--- src/rtl/mlaccel_memarb.sv ---
`default_nettype none
// mlaccel_memarb: compute > host > sequencer arbiter for one shared memory macro, with a read-return tag pipeline.
// Define MLACCEL_MEMARB_STARVE_GUARD_EN to let a starved host/sequencer request pre-empt compute.
module mlaccel_memarb #(
  parameter int RD_LATENCY   = 2,
  parameter int STARVE_LIMIT = 15
) (
  input  logic        clock,
  input  logic        reset,
  input  logic        i_c_ren,
  input  logic [7:0]  i_c_wen,
  input  logic [15:0] i_c_addr,
  input  logic [63:0] i_c_wdata,
  output logic        o_c_stall,
  output logic        o_c_rvalid,
  output logic [63:0] o_c_rdata,
  input  logic        i_q_valid,
  output logic        o_q_ready,
  input  logic [7:0]  i_q_wen,
  input  logic [15:0] i_q_addr,
  input  logic [63:0] i_q_wdata,
  output logic        o_q_rvalid,
  output logic [15:0] o_q_rdata,
  input  logic        i_s_valid,
  output logic        o_s_ready,
  input  logic [15:0] i_s_addr,
  output logic        o_s_rvalid,
  output logic [31:0] o_s_rdata,
  output logic [15:0] o_mem_addr,
  output logic [7:0]  o_mem_wen,
  output logic [63:0] o_mem_wdata,
  input  logic [63:0] i_mem_rdata
);

  localparam logic [2:0] TAG_NONE = 3'b000;
  localparam logic [2:0] TAG_C    = 3'b100;
  localparam logic [2:0] TAG_Q    = 3'b010;
  localparam logic [2:0] TAG_S    = 3'b001;

  // Parameter values outside the supported ranges elaborate to nothing useful.
  if (RD_LATENCY < 1 || RD_LATENCY > 4 || STARVE_LIMIT < 1 || STARVE_LIMIT > 255) begin : g_param_out_of_range
  end

  logic       w_c_req;
  logic       w_q_force;
  logic       w_s_force;
  logic       w_grant_c;
  logic       w_grant_q;
  logic       w_grant_s;
  logic [2:0] w_tag;
  logic [2:0] r_tag [RD_LATENCY];

  assign w_c_req = i_c_ren | (|i_c_wen);

`ifdef MLACCEL_MEMARB_STARVE_GUARD_EN
  localparam logic [7:0] LIMIT = 8'(STARVE_LIMIT);

  logic [7:0] r_q_wait;
  logic [7:0] r_s_wait;

  // Host outranks the sequencer when both have waited out the limit.
  assign w_q_force = w_c_req & i_q_valid & (r_q_wait == LIMIT);
  assign w_s_force = w_c_req & i_s_valid & (r_s_wait == LIMIT) & ~w_q_force;
  assign o_c_stall = ~reset & w_c_req & ~w_grant_c;

  always_ff @(posedge clock) begin
    if (reset) begin
      r_q_wait <= '0;
      r_s_wait <= '0;
    end else begin
      if (!i_q_valid || w_grant_q)
        r_q_wait <= '0;
      else if (r_q_wait != LIMIT)
        r_q_wait <= r_q_wait + 8'd1;
      if (!i_s_valid || w_grant_s)
        r_s_wait <= '0;
      else if (r_s_wait != LIMIT)
        r_s_wait <= r_s_wait + 8'd1;
    end
  end
`else
  assign w_q_force = 1'b0;
  assign w_s_force = 1'b0;
  assign o_c_stall = 1'b0;
`endif

  assign w_grant_c = ~reset & w_c_req & ~w_q_force & ~w_s_force;
  assign w_grant_q = ~reset & (w_q_force | (~w_c_req & i_q_valid));
  assign w_grant_s = ~reset & (w_s_force | (~w_c_req & ~i_q_valid & i_s_valid));

  assign o_q_ready = w_grant_q;
  assign o_s_ready = w_grant_s;

  always_comb begin
    o_mem_addr  = i_c_addr;
    o_mem_wen   = 8'd0;
    o_mem_wdata = i_c_wdata;
    w_tag       = TAG_NONE;
    if (w_grant_c) begin
      o_mem_wen = i_c_wen;
      w_tag     = (i_c_wen == 8'd0) ? TAG_C : TAG_NONE;
    end else if (w_grant_q) begin
      o_mem_addr  = i_q_addr;
      o_mem_wen   = i_q_wen;
      o_mem_wdata = i_q_wdata;
      w_tag       = (i_q_wen == 8'd0) ? TAG_Q : TAG_NONE;
    end else if (w_grant_s) begin
      o_mem_addr = i_s_addr;
      w_tag      = TAG_S;
    end
  end

  // The tag leaving the last stage lines up with mem_rdata for that read.
  always_ff @(posedge clock) begin
    if (reset) begin
      for (int i = 0; i < RD_LATENCY; i++)
        r_tag[i] <= TAG_NONE;
    end else begin
      r_tag[0] <= w_tag;
      for (int i = 1; i < RD_LATENCY; i++)
        r_tag[i] <= r_tag[i-1];
    end
  end

  assign o_c_rvalid = ~reset & r_tag[RD_LATENCY-1][2];
  assign o_q_rvalid = ~reset & r_tag[RD_LATENCY-1][1];
  assign o_s_rvalid = ~reset & r_tag[RD_LATENCY-1][0];

  assign o_c_rdata = i_mem_rdata;
  assign o_q_rdata = i_mem_rdata[15:0];
  assign o_s_rdata = i_mem_rdata[31:0];

endmodule
`default_nettype wire

--- config.mk ---
export PLATFORM = sky130hd
export DESIGN_NAME = mlaccel_memarb
export DESIGN_NICKNAME = d
export VERILOG_FILES = /design/src/rtl/mlaccel_memarb.sv
export SDC_FILE = /design/constraint.sdc
export NUM_CORES = 1
export LEC_CHECK = 0
export BUFFER_PORTS_ARGS = -buffer_cell sky130_fd_sc_hd__buf_2
export CORE_AREA = 3 3 181 183
export DETAILED_ROUTE_END_ITERATION = 6
export DIE_AREA = 0 0 184 186
export GPL_ROUTABILITY_DRIVEN = 0
export PLACE_DENSITY_LB_ADDON = 0.1
export SLEW_MARGIN = 10
export SYNTH_ARGS = -nofsm -noshare
export SYNTH_HDL_FRONTEND = slang
export SYNTH_SLANG_ARGS = --single-unit
--- constraint.sdc ---
create_clock -name clock -period 2.65 [get_ports clock]
set_input_delay 0.53 -clock clock [delete_from_list [all_inputs] [get_ports clock]]
set_output_delay 0.53 -clock clock [all_outputs]
set_load 0.03 [all_outputs]
Word-level counts from Yosys, hierarchy flattened
Memories as Yosys holds them, arrays and structs flattened.
Cells that the tools add are included.
- muxes and demuxes: 17
- reduce and logical (&&, ||, !) cells: 3
- multiply operators: 0
- equality and inequality tests: 0
- bitwise operators: 15
- shift operators: 0
- add/sub/neg operators: 0
- magnitude comparators: 0
- div/mod/pow operators: 0
- operator list (operator ; number):
    2-to-1 mux 64 bit ; 2
    2-to-1 mux 16 bit ; 3
    zero test 8 bit ; 2
    2-to-1 mux 8 bit ; 2
    2-to-1 mux 3 bit ; 4
    AND 1 bit ; 9
    OR reduction 8 bit ; 1
    2-to-1 mux 1 bit ; 4
    2-to-1 mux 2 bit ; 2
    NOT 1 bit ; 3
    OR 1 bit ; 3
- flip-flop bits (word level): 0
- memory bits (read-only): 0
- output and inout bits: 206
- word-level logic and storage cells: 36
- bits in latches: 0
- memory bits (writable): 6
- bits of input ports: 261
- memories kept: 1
- memories (memory ; depth ; bits a word ; read ports ; clocked after Yosys merged registers in ; wr ports ; line ; RTL):
    r_tag ; 2 ; 3 ; 2 ; 0 ; 2 ; 51 ; logic [2:0] r_tag [RD_LATENCY];

Depth between registers and ports, before layout
- depth after elaboration: 10
- mapped depth: 7
- mapped depth without buffers: 4

Worst setup path before layout
No wires, ideal clock.
- path kind: input to output
- from: input i_c_wen[7]
- to: output o_mem_wen[0]
- data arrival time: 2.373 ns
- cell stages on the path: 7
- path slack: -0.253 ns
- buffers on the path: 3
- data required time: 2.120 ns
- cells stage by stage: or4_1 -> clkbuf_1 -> nor4_2 -> buf_2 -> buf_2 -> nand2_1 -> o21ai_1
- longest elaborated chain between the ends: 7
- elaborated cells between the ends (all ways): 8
- those cells by class: 2 x mux; 5 x bitwise; 1 x reduce/logical
- RTL lines (item ; line ; RTL):
    start: declaration ; 11 ; input logic [7:0] i_c_wen,
    OR reduction 8 bit ; 53 ; assign w_c_req = i_c_ren | (|i_c_wen);
    OR 1 bit ; 53 ;
    NOT 1 bit ; 88 ; assign w_grant_q = ~reset & (w_q_force | (~w_c_req & i_q_valid));
    AND 1 bit (2 in a row) ; 88 ;
    via o_q_ready ; 18 ; output logic o_q_ready,
    2-to-1 mux 8 bit ; 102 ; end else if (w_grant_q) begin
    2-to-1 mux 8 bit ; 99 ; if (w_grant_c) begin
    end: declaration ; 30 ; output logic [7:0] o_mem_wen,
The timed path passes the listed nets, and every way through them passes these cells.

Final worst setup path
- from: input i_c_wen[2]
- to: output o_mem_addr[1]
- longest elaborated chain between the ends: 9
- elaborated cells between the ends (all ways): 12
- those cells by class: 3 x mux; 8 x bitwise; 1 x reduce/logical
- RTL lines (item ; line ; RTL):
    OR reduction 8 bit (*) ; 53 ;
    OR 1 bit (*) ; 53 ;
    NOT 1 bit ; 88, 89 ;
    AND 1 bit (3 in a row) ; 89 ; assign w_grant_s = ~reset & (w_s_force | (~w_c_req & ~i_q_valid & i_s_valid));
    2-to-1 mux 16 bit ; 107 ; end else if (w_grant_s) begin
    2-to-1 mux 16 bit ; 102 ;
    2-to-1 mux 16 bit (*) ; 99 ;
    end: declaration ; 29 ; output logic [15:0] o_mem_addr,
Mark *: on every way between the ends. The rest lies on a longest branch, timed or not.

==> results by group <==
Yosys
  – Leading post-synthesis cells by instance count: buf_4 (118), mux2_1 (64), nand2_1 (24)
  – Top post-synthesis cells by area: buf_4 (37%), mux2_1 (30%), a32oi_1 (5.8%), dfxtp_1 (5.0%), a22oi_1 (4.3%)
  – Cell type with the highest aggregate area in the netlist: buf_4
  – Synthesis warning total: 0
  – Post-synth cell types: 24
  – Average instance area after synthesis: 8.171 sq um
  – Number of enable-type register cells in the synthesized netlist: 0
  – Most frequent cell after synthesis: buf_4
  – Async set-or-reset flop fraction in the synthesized netlist: 0%
  – Number of storage elements in the synthesis netlist: 6
  – Yosys top cell area share: 36.63%
  – Synth Net Count: 557
  – Main flop type after synthesis: dfxtp_1
  – Sequential cell area fraction in the yosys report: 4.966%
  – Combined area of all synthesized cells: 0.002419 sq mm
  – Number of instances in the synthesized netlist: 296

Die
  – Area of the die: 0.03422 sq mm
  – Number of top-level design ports: 467
  – Starting density of the core: 7.704%
  – Die X-Extent: 184 um
  – Die height: 186 um
  – Core area: 0.03139 sq mm
  – FP Rows: 65

Cells and area
  – Share of cells above drive strength 1: 90.04%
  – Final design instance area without fill: 0.004578 sq mm
  – Fillers: 3603
  – Post-route insts no fill: 895
  – Final core utilization: 14.58%
  – Largest Register: r_tag
  – Area growth, synth to finish: 89.29%
  – Largest registers ranked by flip-flop count: r_tag x6
  – Max reg flops: 6
  – Nets: 755

Drt
  – DRC marker count from the first detailed-route iteration: 26
  – Vias per cell: 3.236
  – Via count: 2896
  – Average wire per standard cell: 13.55 um
  – Total Routed Length: 12.13 mm
  – Post-detailed-route count of antenna-violating nets: 0
  – Number of iterations in the first detailed-routing pass: 4
  – Number of remaining DRC errors: 0

Global routing
  – Aggregate global routing overflow: 0
  – Largest net degree at the start of global routing: 19
  – Global routing usage summed across all routing layers: 6.031%
  – Initial antenna violation count: 3
  – Via count of the first global-routing pass: 3044
  – First-pass GRT wire length: 16.65 mm

Clock network
  – Total clock buffers created by CTS: 3
  – Level count of the clock H-tree: 1
  – TritonCTS clock tree: yes
  – Clock network latency to the later pin of the worst-skew pair: 220 ps
  – Register clock-pin slew on the reported worst setup and hold paths: 30 ps
  – Clock tree buffer depth: 2
  – Root buffer cell: clkbuf_16
  – Clock sink count: 6

STA
  – Final Skew: 0.8422 ps
  – Fin. max-slew vios: 0
  – Final count of negative-setup-slack endpoints: 90
  – Shortest period the worst path allows: 2948 ps
  – Unrepaired setup endpoints after global routing: yes
  – Total Neg Setup Slack: -20700 ps
  – Worst-case setup margin in the final layout: -297.8 ps
  – Final period util: 111.2%
  – Worst slack on hold paths: 437.1 ps
  – Peak Freq: 0.3392 GHz
  – Hold Violations, Final: 0

Critical path
  – Critical path peak fanout: 8
  – Sort of element at the start of the critical path: input pin
  – Worst EP required: 2120 ps
  – Delay of the slowest critical-path stage: 630 ps
  – Critical path type: in -> out
  – Worst Setup End Kind: primary output
  – Signal arrival time at the worst endpoint: 2420 ps
  – Critical Path Slowest Stage Cell: or4_4
  – Most frequent cell on the critical path: buf_6
  – CP cell instances: buf_6 -> or4_4 -> buf_6 -> or4_4 -> a22oi_2 -> nand2_2 -> buf_6

Placed design
  – IO Port Bufs: 289
  – Post-Place Cell Area: 0.003930 sq mm
  – Worst Setup Slack post-DPL: -476.0 ps
  – Dpl hpwl: 10.16 mm
  – Post-placement cell count: 878

Outcome
  – Run status: complete, but fails checks
  – Failing checks: negative setup slack

Worst hold path
  – Kind of path behind the tightest hold check: reg -> reg

Flow run
  – Max-cap viol count: 0

Pwr
  – PwrDens: 205.1 mW/mm^2
  – Overall power consumption: 0.9391 mW
  – LEAKAGE: 2.224 nW
  – Maximum vdd drop: 0.1346 mV
cell type report:
class	count	area, sq um	share of cell area (%)
diodes	1	2.502	0.05466
clock buffers	3	75.07	1.640
inverters	9	33.78	0.7379
multi-input cells	151	1734	37.88
flip-flops and latches	6	120.1	2.624
well taps	402	503.0	10.99
repair buffers	323	2110	46.08
timing repair:
item,CTS,global route
gates cloned,3,0
endpoints found under the setup margin,90,90
pin swaps,28,14
setup buffers,10,2
hold buffers,0,0
gates resized for setup,120,4
cell families after synthesis:
family | synth area share, %
buf+inv | 41.23
mux | 29.80
simple gates | 11.02
compound gates | 12.83
flops | 4.967
other cells | 0.1551
worst max-delay path, delay by kind of cell:
kind | cells | cell delay [ps]
and+or+nand+nor | 3 | 1270
buffers and inverters | 3 | 390
AOI/OAI and AO/OA | 1 | 210
where the power goes:
group          switching (mW)  internal [mW]  leakage, nW
sequential         0.00000565         0.0910       0.0483
combinational           0.310          0.299         2.14
clock                  0.0456          0.193       0.0370
layer usage:
layer	vias up	share of wire [%]	GRT usage [%]
met5	-	0.22	0
met4	4	0.57	0.6955
met3	17	14	2.970
met2	262	50	11.28
met1	1294	35	6.282
li1	1319	-	-
final timing paths:
| path | startpoint | to | slack [ps] | depth (start not counted) |
|---|---|---|---|---|
| hold / removal | r_tag[0][1] | r_tag[0][4] | 440 | 1 |
| hold reg to reg | r_tag[0][1] | r_tag[0][4] | 440 | 1 |
| setup / recovery | i_c_wen[2] | o_mem_addr[1] | -300 | 7 |
| setup reg to reg | r_tag[0][0] | r_tag[0][3] | 2130 | 1 |
cell usage in the layout (no fill, tap or decap), types with 4 or more instances in the layout:
cell type,count
a22oi_2,16
a32oi_1,11
a32oi_2,5
buf_12,7
buf_2,239
buf_4,25
buf_6,52
dfxtp_1,6
inv_1,9
mux2_4,61
nand2_1,8
nand2_2,16
nor2b_1,7
o21ai_2,8
or4_4,4
No activity file was read; power rests on OpenSTA's default activity.
